### src/rtl/multiplicador_taps.sv
// Tap-product generator feeding acumulador: keeps the last NTAPS samples and streams coef[i]*x[n-i], one per clock.
// Define MULT_SAT_EN to saturate out-of-range products instead of wrapping them.
module multiplicador_taps #(
    parameter int                  NTAPS = 4,
    parameter int                  W     = 25,
    parameter int                  FRAC  = 23,
    parameter logic [NTAPS*W-1:0]  COEFS = {25'h0080000, 25'h0100000, 25'h0200000, 25'h0400000}
) (
    input  logic         clk,
    input  logic         rst,
    input  logic [W-1:0] x_in,
    input  logic         muestra_valida,
    output logic [W-1:0] prod,
    output logic         prod_valido,
    output logic         listo,
    output logic         ocupado,
    output logic         estado_o
);

    localparam int IW = (NTAPS > 1) ? $clog2(NTAPS) : 1;

    typedef enum logic {IDLE = 1'b0, CALC = 1'b1} estado_t;

    // Handshake: a sample is taken on any edge where muestra_valida=1 and ocupado=0; there is no backpressure
    // beyond ocupado, so samples offered while ocupado=1 are simply dropped. prod is meaningful only when prod_valido=1.
    estado_t        state_q, state_d;
    logic [IW-1:0]  idx_q, idx_d;
    logic [W-1:0]   d_q [NTAPS];
    logic [W-1:0]   d_d [NTAPS];
    logic [W-1:0]   prod_q, prod_d;
    logic           prod_valido_q, prod_valido_d;
    logic           listo_q, listo_d;
    logic           ocupado_q, ocupado_d;

    logic [W-1:0]          coef_sel;
    logic [W-1:0]          d_sel;
    logic signed [2*W-1:0] full;
    logic [W-1:0]          prod_calc;
    logic                  last_tap;

    assign coef_sel = COEFS[int'(idx_q)*W +: W];
    assign d_sel    = d_q[idx_q];
    assign full     = $signed(coef_sel) * $signed(d_sel);
    assign last_tap = (idx_q == IW'(NTAPS - 1));

`ifdef MULT_SAT_EN
    logic signed [2*W-1:0] shifted;
    assign shifted = full >>> FRAC;

    // In range only when every bit above the W-bit sign position matches the sign.
    always_comb begin
        prod_calc = shifted[W-1:0];
        if (shifted[2*W-1:W-1] != {(W+1){shifted[2*W-1]}}) begin
            prod_calc = shifted[2*W-1] ? {1'b1, {(W-1){1'b0}}} : {1'b0, {(W-1){1'b1}}};
        end
    end
`else
    assign prod_calc = W'(full >>> FRAC);
`endif

    always_comb begin
        state_d       = state_q;
        idx_d         = idx_q;
        d_d           = d_q;
        prod_d        = prod_q;
        prod_valido_d = 1'b0;
        listo_d       = 1'b0;
        ocupado_d     = ocupado_q;
        case (state_q)
            IDLE: begin
                ocupado_d = 1'b0;
                if (muestra_valida) begin
                    d_d[0] = x_in;
                    for (int k = 1; k < NTAPS; k++) begin
                        d_d[k] = d_q[k-1];
                    end
                    idx_d     = '0;
                    state_d   = CALC;
                    ocupado_d = 1'b1;
                end
            end
            CALC: begin
                prod_d        = prod_calc;
                prod_valido_d = 1'b1;
                listo_d       = last_tap;
                idx_d         = idx_q + IW'(1);
                if (last_tap) begin
                    idx_d     = '0;
                    state_d   = IDLE;
                    ocupado_d = 1'b0;
                end
            end
            default: state_d = IDLE;
        endcase
    end

    always_ff @(posedge clk) begin
        if (rst) begin
            state_q       <= IDLE;
            idx_q         <= '0;
            prod_q        <= '0;
            prod_valido_q <= 1'b0;
            listo_q       <= 1'b0;
            ocupado_q     <= 1'b0;
            for (int k = 0; k < NTAPS; k++) begin
                d_q[k] <= '0;
            end
        end else begin
            state_q       <= state_d;
            idx_q         <= idx_d;
            prod_q        <= prod_d;
            prod_valido_q <= prod_valido_d;
            listo_q       <= listo_d;
            ocupado_q     <= ocupado_d;
            d_q           <= d_d;
        end
    end

    assign prod        = prod_q;
    assign prod_valido = prod_valido_q;
    assign listo       = listo_q;
    assign ocupado     = ocupado_q;
    assign estado_o    = state_q;

endmodule

### config.mk
export PLATFORM = sky130hd
export DESIGN_NAME = multiplicador_taps
export DESIGN_NICKNAME = d
export VERILOG_FILES = /design/src/rtl/multiplicador_taps.sv
export SDC_FILE = /design/constraint.sdc
export NUM_CORES = 1
export LEC_CHECK = 0
export ABC_AREA = 1
export BUFFER_PORTS_ARGS = -buffer_cell sky130_fd_sc_hd__buf_2
export CAP_MARGIN = 5
export CORE_MARGIN = 2
export CORE_UTILIZATION = 65
export DETAILED_ROUTE_END_ITERATION = 12
export GPL_TIMING_DRIVEN = 1
export PLACE_DENSITY_LB_ADDON = 0.08
export SYNTH_ARGS = -nofsm -noshare
export SYNTH_HDL_FRONTEND = slang
export SYNTH_SLANG_ARGS = --single-unit
### constraint.sdc
create_clock -name clk -period 14.5 [get_ports clk]
set_input_delay 0.725 -clock clk [delete_from_list [all_inputs] [get_ports clk]]
set_output_delay 0.725 -clock clk [all_outputs]
set_load 0.01 [all_outputs]
==> results of run 1 <==
cell usage after synthesis, types with 6 or more instances:
cell type  count  area share [%]
a21o_1         6            0.42
a21oi_1       37             1.7
a32o_1         9            0.85
clkbuf_1      52             1.8
dfxtp_1      131              25
fa_1          63              12
ha_1         164              19
inv_1        158             5.6
nand2_1      203             7.2
nand3_1       64             3.0
nor2_1       352              12
nor3_1         7            0.33
o21ai_0      127             6.0
o21ai_1        6            0.28
o21bai_1       7            0.49
xor2_1        10            0.82
final cells by class:
| type | count | area share (%) |
|---|---|---|
| Multi-Input combinational cell | 1089 | 61.83 |
| Tap cell | 216 | 2.337 |
| Clock inverter | 13 | 1.179 |
| Timing Repair Buffer | 63 | 2.878 |
| Inverter | 162 | 5.259 |
| Clock buffer | 19 | 3.830 |
| Sequential cell | 131 | 22.69 |
metrics by stage:
| step | util, % | cell area [sq um] |
|---|---|---|
| final | 72.53 | 11560 |
| after global routing | 72.53 | 11560 |
| after CTS | 72.53 | 11560 |
| after detailed placement | 68.90 | 10980 |
| after global placement | 68.90 | 10980 |
| after floorplan | - | 10630 |
registers in the layout (all words and copies together), names as in the netlist:
| name | count |
|---|---|
| prod | 25 |
| idx_q | 2 |
| d_q | 100 |
| listo | 1 |
| prod_valido | 1 |
| estado_o | 1 |
| ocupado | 1 |
layout by cell type, fill, tap and decap left out, types with 3 or more instances in the layout:
cell	netlist	layout
a21o_1	6	6
a21oi_1	37	37
a32o_1	9	9
buf_2	5	56
buf_4	2	7
clkbuf_16	0	17
clkinvlp_4	0	3
dfxtp_1	131	130
fa_1	63	63
ha_1	164	164
inv_1	158	157
inv_2	3	4
inv_6	0	7
nand2_1	203	202
nand2_2	4	5
nand3_1	64	64
nand4_1	5	5
nor2_1	352	352
nor3_1	7	7
o21ai_0	127	127
o21ai_1	6	6
o21bai_1	7	7
xnor2_1	5	5
xor2_1	10	10
power breakdown:
| group | switching (uW) | total [uW] | leakage [uW] | internal, uW |
|---|---|---|---|---|
| sequential | 19.1 | 411 | 0.00108 | 392 |
| clock | 184 | 431 | 0.000276 | 247 |
| combinational | 269 | 421 | 0.00483 | 152 |
path summary, 6_finish.rpt:
path | to | slack, ns
hold / removal | ocupado | 0.46
setup reg to reg | prod[22] | 7.28
setup / recovery | prod[22] | 7.28
hold reg to reg | ocupado | 0.46
worst max-delay path: stages (launching register included):
cell,delay [ns]
dfxtp_2,0.31
buf_4,0.46
inv_2,0.51
ha_1,0.49
inv_1,0.55
nor2_1,0.16
fa_1,0.42
ha_1,0.31
ha_1,0.31
ha_1,0.28
inv_1,0.05
fa_1,0.51
inv_1,0.08
fa_1,0.53
inv_1,0.05
fa_1,0.52
inv_1,0.04
ha_1,0.34
a21o_1,0.21
a21oi_1,0.29
o21ai_0,0.17
a21oi_1,0.19
nand2_1,0.07
nand2_1,0.05
nand3_1,0.06
nand2_1,0.08
inv_1,0.03
metal layers:
layer / part of all wire [%] / routed length, microns
met3: 4.7 / 1176
met5: 0 / 0
met1: 45 / 11110
met4: 3.2 / 789
met2: 47 / 11710
cell families after synthesis:
family          synth area share (%)
simple gates                   24.31
fa+ha+maj                      31.17
buf+inv                        8.076
compound gates                 10.37
flops                          24.68
xor+xnor                       1.389
==> metrics.txt, run 1 <==
Iter 0 DRT Violations 478; final net count 1719; vias in the first global route between 8000 and 9000; Syn Area/Cell approximately 7.4 sq um; Max clock buf depth 2; Ys Warns 0; Hold Path Stages 1; placed cells 1661; register area about 2600 sq um; share of layout cells above drive strength 1 7.515%; FF-to-FF Start idx_q[0]; # Post-CTS Setup Buffers 0; top-level I/O count 57; worst-margin pin slew 1.015 ns; critical path required time 14.82 ns; met3 usage 4.114%; Most Crowded Layer GR met2; later-pin clock latency in the skew report 0.43 ns; Final Hold Vio Count 0; GRT Total Usage 28.93%; worst ir drop on vdd just under 90 uV; status complete, no violations; die extent in x between 100 and 150 microns; Vias 9150; DRT Wirelength 24790 microns; Clock Sinks 131; Synth Cell Area 10630 sq um; hold_sp ocupado; type of the most critical hold path reg -> reg; CTS tree done; DR vias/cell 5.405; die area between 15000 and 20000 sq um; Max-Cap Viols 0; Fmax 0.1385 GHz; # H-tree levels 4; fin. max-slew vios 0; RSZ-0062 raised after global routing no; DRC viols 0; antenna violations before repair 0; Critical Path Start Type flip-flop; port buffer count 56; Crit Path Class reg -> reg; Syn-to-layout area delta 8.806%; Post-Route Hold Slack 0.4640 ns; fin cells 1693; met2 Use GR 48.44%; Pre-Repair DR Iteration Count 5; Mapped Nets 1700; Layout Skew about 0.013 ns; leakage power slightly above 0.006 uW; DP Worst Slack about 7.4 ns; die height ~130 microns; multi-input logic area 7149 sq um; final worst slack 7.281 ns; post-synthesis sequential area ratio between 20% and 30%; gr ovfl total 0; met1 Use GR 37.72%; library cells used by synthesis 41; # fillers 1343; Site Rows 46; total core area 15940 sq um; Async S/R FF share, synth 0%; Slew HR 32.32%; fin crit share 49.79%; Initial Utilization 66.66%; ANT cells 0; first-pass GRT wire length 41430 microns; R2R depth 26; CTS Root Cell clkbuf_16; Fin Setup TNS 0 ns; CTS Hold Bufs 0; DR WL/cell 14.64 microns; Critical path origin idx_q[0]; PD cells 109.3 nW/um^2; data arrival time of the critical path 7.54 ns; critical-path maximum fanout 54; CTS clk-pin slew, worst paths 0.07 ns; critical path capture point type flip-flop; largest net degree at the start of global routing roughly 110; Tmin final between 7 and 8 ns; Post-DRT Antenna Nets 0; gp weighted congestion 0.9348; DP HPWL 17960 microns; final total power 1264 uW; Most used DFF post-synth dfxtp_1; Num CTS Buffers 17; Finish-stage setup viols 0; post-CTS sizing 0; Cells after Synth 1445; Post-synth EDFFs 0; number of synthesized register bits 131
No activity file was read; power rests on OpenSTA's default activity.
==> inputs of run 2 (changes only) <==
Settings changed: ABC_AREA 1 to 0, CORE_UTILIZATION 65 to 57.
Clock period 14.5 ns to 6 ns, I/O delays scaled along.
==> run 2 against run 1 <==
  * Sequential power up 120%
  * Largest power group unchanged
  * Core utilization down 2.0 points
  * Fmax up 23%
==> metrics.txt, run 2 <==
status complete, no violations; fin. max-slew vios 0; multi-input logic area about 7600 sq um; WHS Endpoint d_q[80]; final worst slack 0.1381 ns; largest net degree at the start of global routing 107; DRT Wirelength 22390 microns; Post-synth top cells 245 x nand2_1, 164 x ha_1, 131 x dfxtp_1, 121 x a21oi_1, 96 x inv_1; Async S/R FF share, synth 0%; FF-to-FF Start idx_q[0]; Tmin final about 6 ns; critical path required time about 6.3 ns; # H-tree levels 4; Post-Route Hold Slack slightly above 0.1 ns; fin crit share around 100%; port buffer count 56; die area roughly 19000 sq um; Synth Cell Area between 10000 and 15000 sq um; Layout Skew just over 0.007 ns; Power Internal 1816 uW; Post-DRT Antenna Nets 0; top-level I/O count 57; Vias 7918; Crit Path Class reg -> reg; Critical Path Start Type flip-flop; hold_sp x_in[5]; data arrival time of the critical path 6.18 ns; CTS clk-pin slew, worst paths 0.06 ns; library cells used by synthesis 53; switch share between 20 and 30%; RSZ-0062 raised after global routing yes; Top reg by flops d_q; Initial Utilization about three fifths; CP cell instances buf_12 > buf_8 > mux4_2 > and2_4 > fa_1 > ha_1 > ha_1 > ha_1 > fa_1 > inv_1 > fa_1 > inv_1 > ha_1 > a211oi_2 > o21ai_1 > a21oi_2 > a21oi_4 > o211ai_2 > a21o_1 > nand3_1 > a32o_1; DRC viols 0; Iter 0 DRT Violations 313; first-pass GRT wire length 34620 microns; later-pin clock latency in the skew report around 0.43 ns; Max clock buf depth 2; type of the most critical hold path in -> reg; Fin Setup TNS 0 ns; max reg flops 100; Most used DFF post-synth dfxtp_1; Final Hold Vio Count 0; Clk pwr share 42.9%; CTS Hold Bufs 0; Syn-to-layout area delta 20.23%; share of layout cells above drive strength 1 20.43%; Sw Pwr 738.5 uW; Max-Cap Viols 0; GRT Total Usage 22.81%; antenna violations before repair 0; fin cells 1468; total core area about 17000 sq um; most area-consuming cells after synthesis dfxtp_1 26%, ha_1 20%, fa_1 12%, nand2_1 9.0%, a21oi_1 5.9%; PD cells 207.9 nW/um^2; Crit-path slowest cell mux4_2; number of synthesized register bits 131; worst-margin pin slew 1.169 ns; Mapped Nets 1399; Seq pwr share 36.1%; max incr delay on CP around 0.56 ns; Num CTS Buffers 17; Fmax 0.1706 GHz; Slew HR between 20 and 25%; die extent in x 137.9 microns; # fillers 1361; Finish-stage setup viols 0; Yosys top cell by area dfxtp_1; Ys Warns 0; Post-synth EDFFs 0; ANT cells 0; Gate power share between 20% and 30%; DR vias/cell about 5.4; CP dominant cell by count ha_1; final net count around 1500; DP Worst Slack -0.08396 ns; most frequent cells in the layout 242 x nand2_1, 130 x dfxtp_1, 127 x ha_1; DR WL/cell 15.25 microns; top cell type's share of synthesized area 25.65%; setup slack, reg-to-reg 0.14 ns; most common cell in the netlist nand2_1; die height 137.9 microns; gr ovfl total 0; leakage power 0.005777 uW; worst ir drop on vdd just under 200 uV; Cells after Synth between 1000 and 1500; gp weighted congestion around 0.84; critical-path maximum fanout 8; Clock Sinks approximately 130; post-synthesis sequential area ratio 25.65%; worst reg2reg endpoint prod[22]; register area 2626 sq um; Site Rows 48; placed cells 1432; CTS Root Cell clkbuf_16; most common cell after layout, fill and taps aside nand2_1; Syn Area/Cell 8.936 sq um; Pre-Repair DR Iteration Count 4; vias in the first global route roughly 7300; Hold Path Stages 3; R2R depth 21; final instance area 12290 sq um; CTS tree done; critical path capture point type flip-flop; Area after DPL 11100 sq um; DP HPWL 14910 microns
[run 2: cell types whose count changed in the layout (fill, tap and decap cells not counted), moves of 56 or more]
cell	delta
a21oi_1	+80
and2_1	+59
buf_4	+56
inv_1	-64
nand3_1	-60
nor2_1	-319
o21ai_0	-116
[run 2: cell families after synthesis]
family / Yosys count / synth area share [%]
buffers and inverters: 152 / 5.692
flip-flops: 131 / 25.65
adder cells (fa/ha/maj): 227 / 32.41
XOR/XNOR: 25 / 2.142
AO/OA/AOI/OAI: 180 / 10.10
multiplexers: 37 / 6.830
AND/OR/NAND/NOR: 392 / 17.17
[run 2: routing by layer]
layer / track usage, % / part of all wire, % / vias up
met3: 3.765 / 3.1 / 33
met4: 5.556 / 1.5 / 0
met5: 0 / 0 / -
met1: 33.25 / 48 / 3770
met2: 35.51 / 47 / 125
li1: - / - / 3990
[run 2: final cells by class]
type | count | area share, %
flip-flops and latches | 131 | 21.37
inverters | 96 | 2.932
repair buffers | 123 | 6.831
clock inverters | 13 | 1.385
clock buffers | 19 | 3.604
well taps | 225 | 2.291
multi-input cells | 861 | 61.59
[run 2: through the flow]
| step | utilization, % | total power (uW) |
|---|---|---|
| floorplan | - | 1261 |
| global placement | 63.71 | 1394 |
| detailed placement | 63.71 | 1400 |
| CTS | 67.41 | 2502 |
| global route | 70.57 | 2678 |
| finish | 70.57 | 2555 |
[run 2: critical path: cells and delay by family, from the launching register on]
family | cells | cell delay [ns]
AOI/OAI and AO/OA | 7 | 1.34
DFF | 1 | 0.39
buffers and inverters | 4 | 0.37
muxes | 1 | 0.56
adders and majority gates | 7 | 2.81
and+or+nand+nor | 2 | 0.26
[run 2: power groups by stage]
stage | logic (uW) | clock network, uW | registers, uW
2_1_floorplan | 322 | 0 | 939
3_3_place_gp | 454 | 0 | 939
3_5_place_dp | 460 | 0 | 940
4_1_cts | 471 | 1110 | 921
5_1_grt | 602 | 1150 | 925
6_report | 538 | 1100 | 922
[run 2: how the worst max path moves through the flow]
stage,from,to,slack [ns]
floorplan,idx_q[0],prod[22],0.02
global placement,idx_q[0],prod[17],-0.01
detailed placement,idx_q[0],prod[17],-0.08
CTS,idx_q[0],prod[22],0.001
global route,idx_q[0],prod[17],-0.06
finish,idx_q[0],prod[22],0.14
[run 2: timing repair]
| action | CTS | global route |
|---|---|---|
| buffers inserted | 0 | 3 |
| endpoints found under the setup margin | 9 | 17 |
| gates cloned | 0 | 1 |
| resized for setup | 10 | 73 |
| pin swaps | 4 | 40 |
| hold endpoints to repair | 0 | 0 |
==> inputs of run 3 (changes only) <==
Settings changed: ABC_AREA 0 to not set, CORE_MARGIN 2 to not set, PLACE_DENSITY set to 0.89, PLACE_DENSITY_LB_ADDON 0.08 to not set.
==> run 3 against run 2 <==
  * The run now ends with negative setup slack left
  * Register-to-register slack worse by 0.22 ns
  * Global-route usage increased by 5.5 points
  * Worst hold slack worse by 0.0060 ns
==> metrics.txt, run 3 (synthesis gave the netlist of run 2 again) <==
Gate power share about a quarter; Seq pwr share 36.8%; Vias 8850; total core area 17420 sq um; die height 135.9 microns; RSZ-0062 raised after global routing yes; critical path capture point type flip-flop; Top reg by flops d_q; setup slack, reg-to-reg -0.08 ns; DRC viols 0; CTS Hold Bufs 0; first-pass GRT wire length 41100 microns; Num CTS Buffers 17; PD cells 203.3 nW/um^2; gp weighted congestion 0.8919; top-level I/O count 57; DRT Wirelength roughly 29000 microns; antenna violations before repair 0; Max-Cap Viols 0; Clock Sinks 131; worst-margin pin slew 1.074 ns; Post-DRT Antenna Nets 0; final worst slack -0.08166 ns; status finished, violations left; max reg flops 100; critical path required time 6.33 ns; later-pin clock latency in the skew report 0.44 ns; die area 18470 sq um; ANT cells 0; vias in the first global route 8558; leakage power around 0.0057 uW; Finish-stage setup viols 4; GRT Total Usage 28.30%; CTS clk-pin slew, worst paths 0.07 ns; CTS Root Cell clkbuf_16; most frequent cells in the layout 240 x nand2_1, 129 x dfxtp_1, 121 x ha_1; Slew HR 28.39%; critical-path maximum fanout 11; largest net degree at the start of global routing 106; Initial Utilization 58.69%; most common cell after layout, fill and taps aside nand2_1; Site Rows 48; Pre-Repair DR Iteration Count 5; Critical Path Start Type flip-flop; final net count 1484; share of layout cells above drive strength 1 21.26%; Max clock buf depth 2; # H-tree levels 4; Final Hold Vio Count 0; Tmin final around 6.1 ns; fin crit share 101.4%; DP Worst Slack -0.1820 ns; Iter 0 DRT Violations 915; DR vias/cell around 6.0; type of the most critical hold path in -> reg; Layout Skew 0.01087 ns; Sw Pwr about 800 uW; data arrival time of the critical path around 6.4 ns; worst ir drop on vdd approximately 220 uV; failing checks negative setup slack; DR WL/cell 19.66 microns; Post-Route Hold Slack 0.09734 ns; Power Internal 1705 uW; die extent in x 135.9 microns; Syn-to-layout area delta 20.69%; fin. max-slew vios 0; CTS tree done; Fmax 0.1644 GHz; DP HPWL 16610 microns; switch share 32.01%; port buffer count 56; Clk pwr share 39.3%; Crit Path Class reg -> reg; gr ovfl total 0; # fillers ~1100
-- run 3: changes by cell type in the layout (fill, tap and decap cells not counted), sizes merged --
cell / before / now
clkinv: 1 / 3
inv: 102 / 104
clkbuf: 20 / 18
bufinv: 3 / 0
-- run 3: final timing paths --
kind / startpoint / cells after the start / endpoint
hold reg to reg: prod[21] / 2 / prod[21]
setup / recovery: idx_q[0] / 21 / prod[24]
setup reg to reg: idx_q[0] / 21 / prod[24]
hold / removal: x_in[13] / 3 / d_q[88]
-- run 3: power groups by stage --
stage	Combinational (uW)	Clock, uW	Sequential, uW
after CTS	493	985	922
after global routing	644	1030	926
after detailed placement	461	0	941
final	598	986	924
after floorplan	322	0	939
after global placement	439	0	939
-- run 3: worst max-delay path, cell delays in order, from the launching register on --
cell and delay, ns:
dfxtp_4 0.45, buf_12 0.13, buf_16 0.11, buf_4 0.12, mux4_2 0.70, nor2b_1 0.23
fa_1 0.51, fa_1 0.53, fa_1 0.45, ha_1 0.29, ha_1 0.34, ha_1 0.35
ha_1 0.36, ha_1 0.39, a21oi_1 0.34, nor2_1 0.08, nor2_1 0.15, nor2b_1 0.06
nor2_1 0.11, nor3_1 0.06, a21oi_1 0.14, nand2_1 0.06
-- run 3: final cells by class --
type	count	area (sq um)	area share (%)
Timing Repair Buffer	122	858.3	6.957
Clock inverter	14	120.1	0.9736
Inverter	96	360.3	2.921
Clock buffer	18	429.2	3.479
Sequential cell	131	2628	21.30
Multi-Input combinational cell	861	7660	62.09
Tap cell	225	281.5	2.282
-- run 3: repair_timing --
action	CTS	global route
setup endpoints to repair	11	18
buffers inserted	3	6
gates resized for setup	19	78
pin swaps	16	64
gates cloned	1	0
-- run 3: per-stage QoR --
step                cells  TNS (ns)  power (uW)  area, sq um  util (%)
floorplan            1144         0        1261        10280         -
global placement     1425         0        1378        11050     63.45
detailed placement   1425   -0.8405        1402        11050     63.45
CTS                  1461         0        2400        11780     67.62
global route         1467    -1.542        2598        12340     70.83
finish               1467   -0.2067        2508        12340     70.83
-- run 3: metal layers --
layer | global-route usage [%] | part of all wire (%) | vias up | wire length [microns]
li1 | - | - | 3990 | -
met1 | 34.64 | 38 | 4197 | 10990
met2 | 49.49 | 49 | 504 | 14110
met3 | 3.878 | 6.8 | 159 | 1966
met4 | 12.41 | 6.1 | 0 | 1770
met5 | 0 | 0 | - | 0
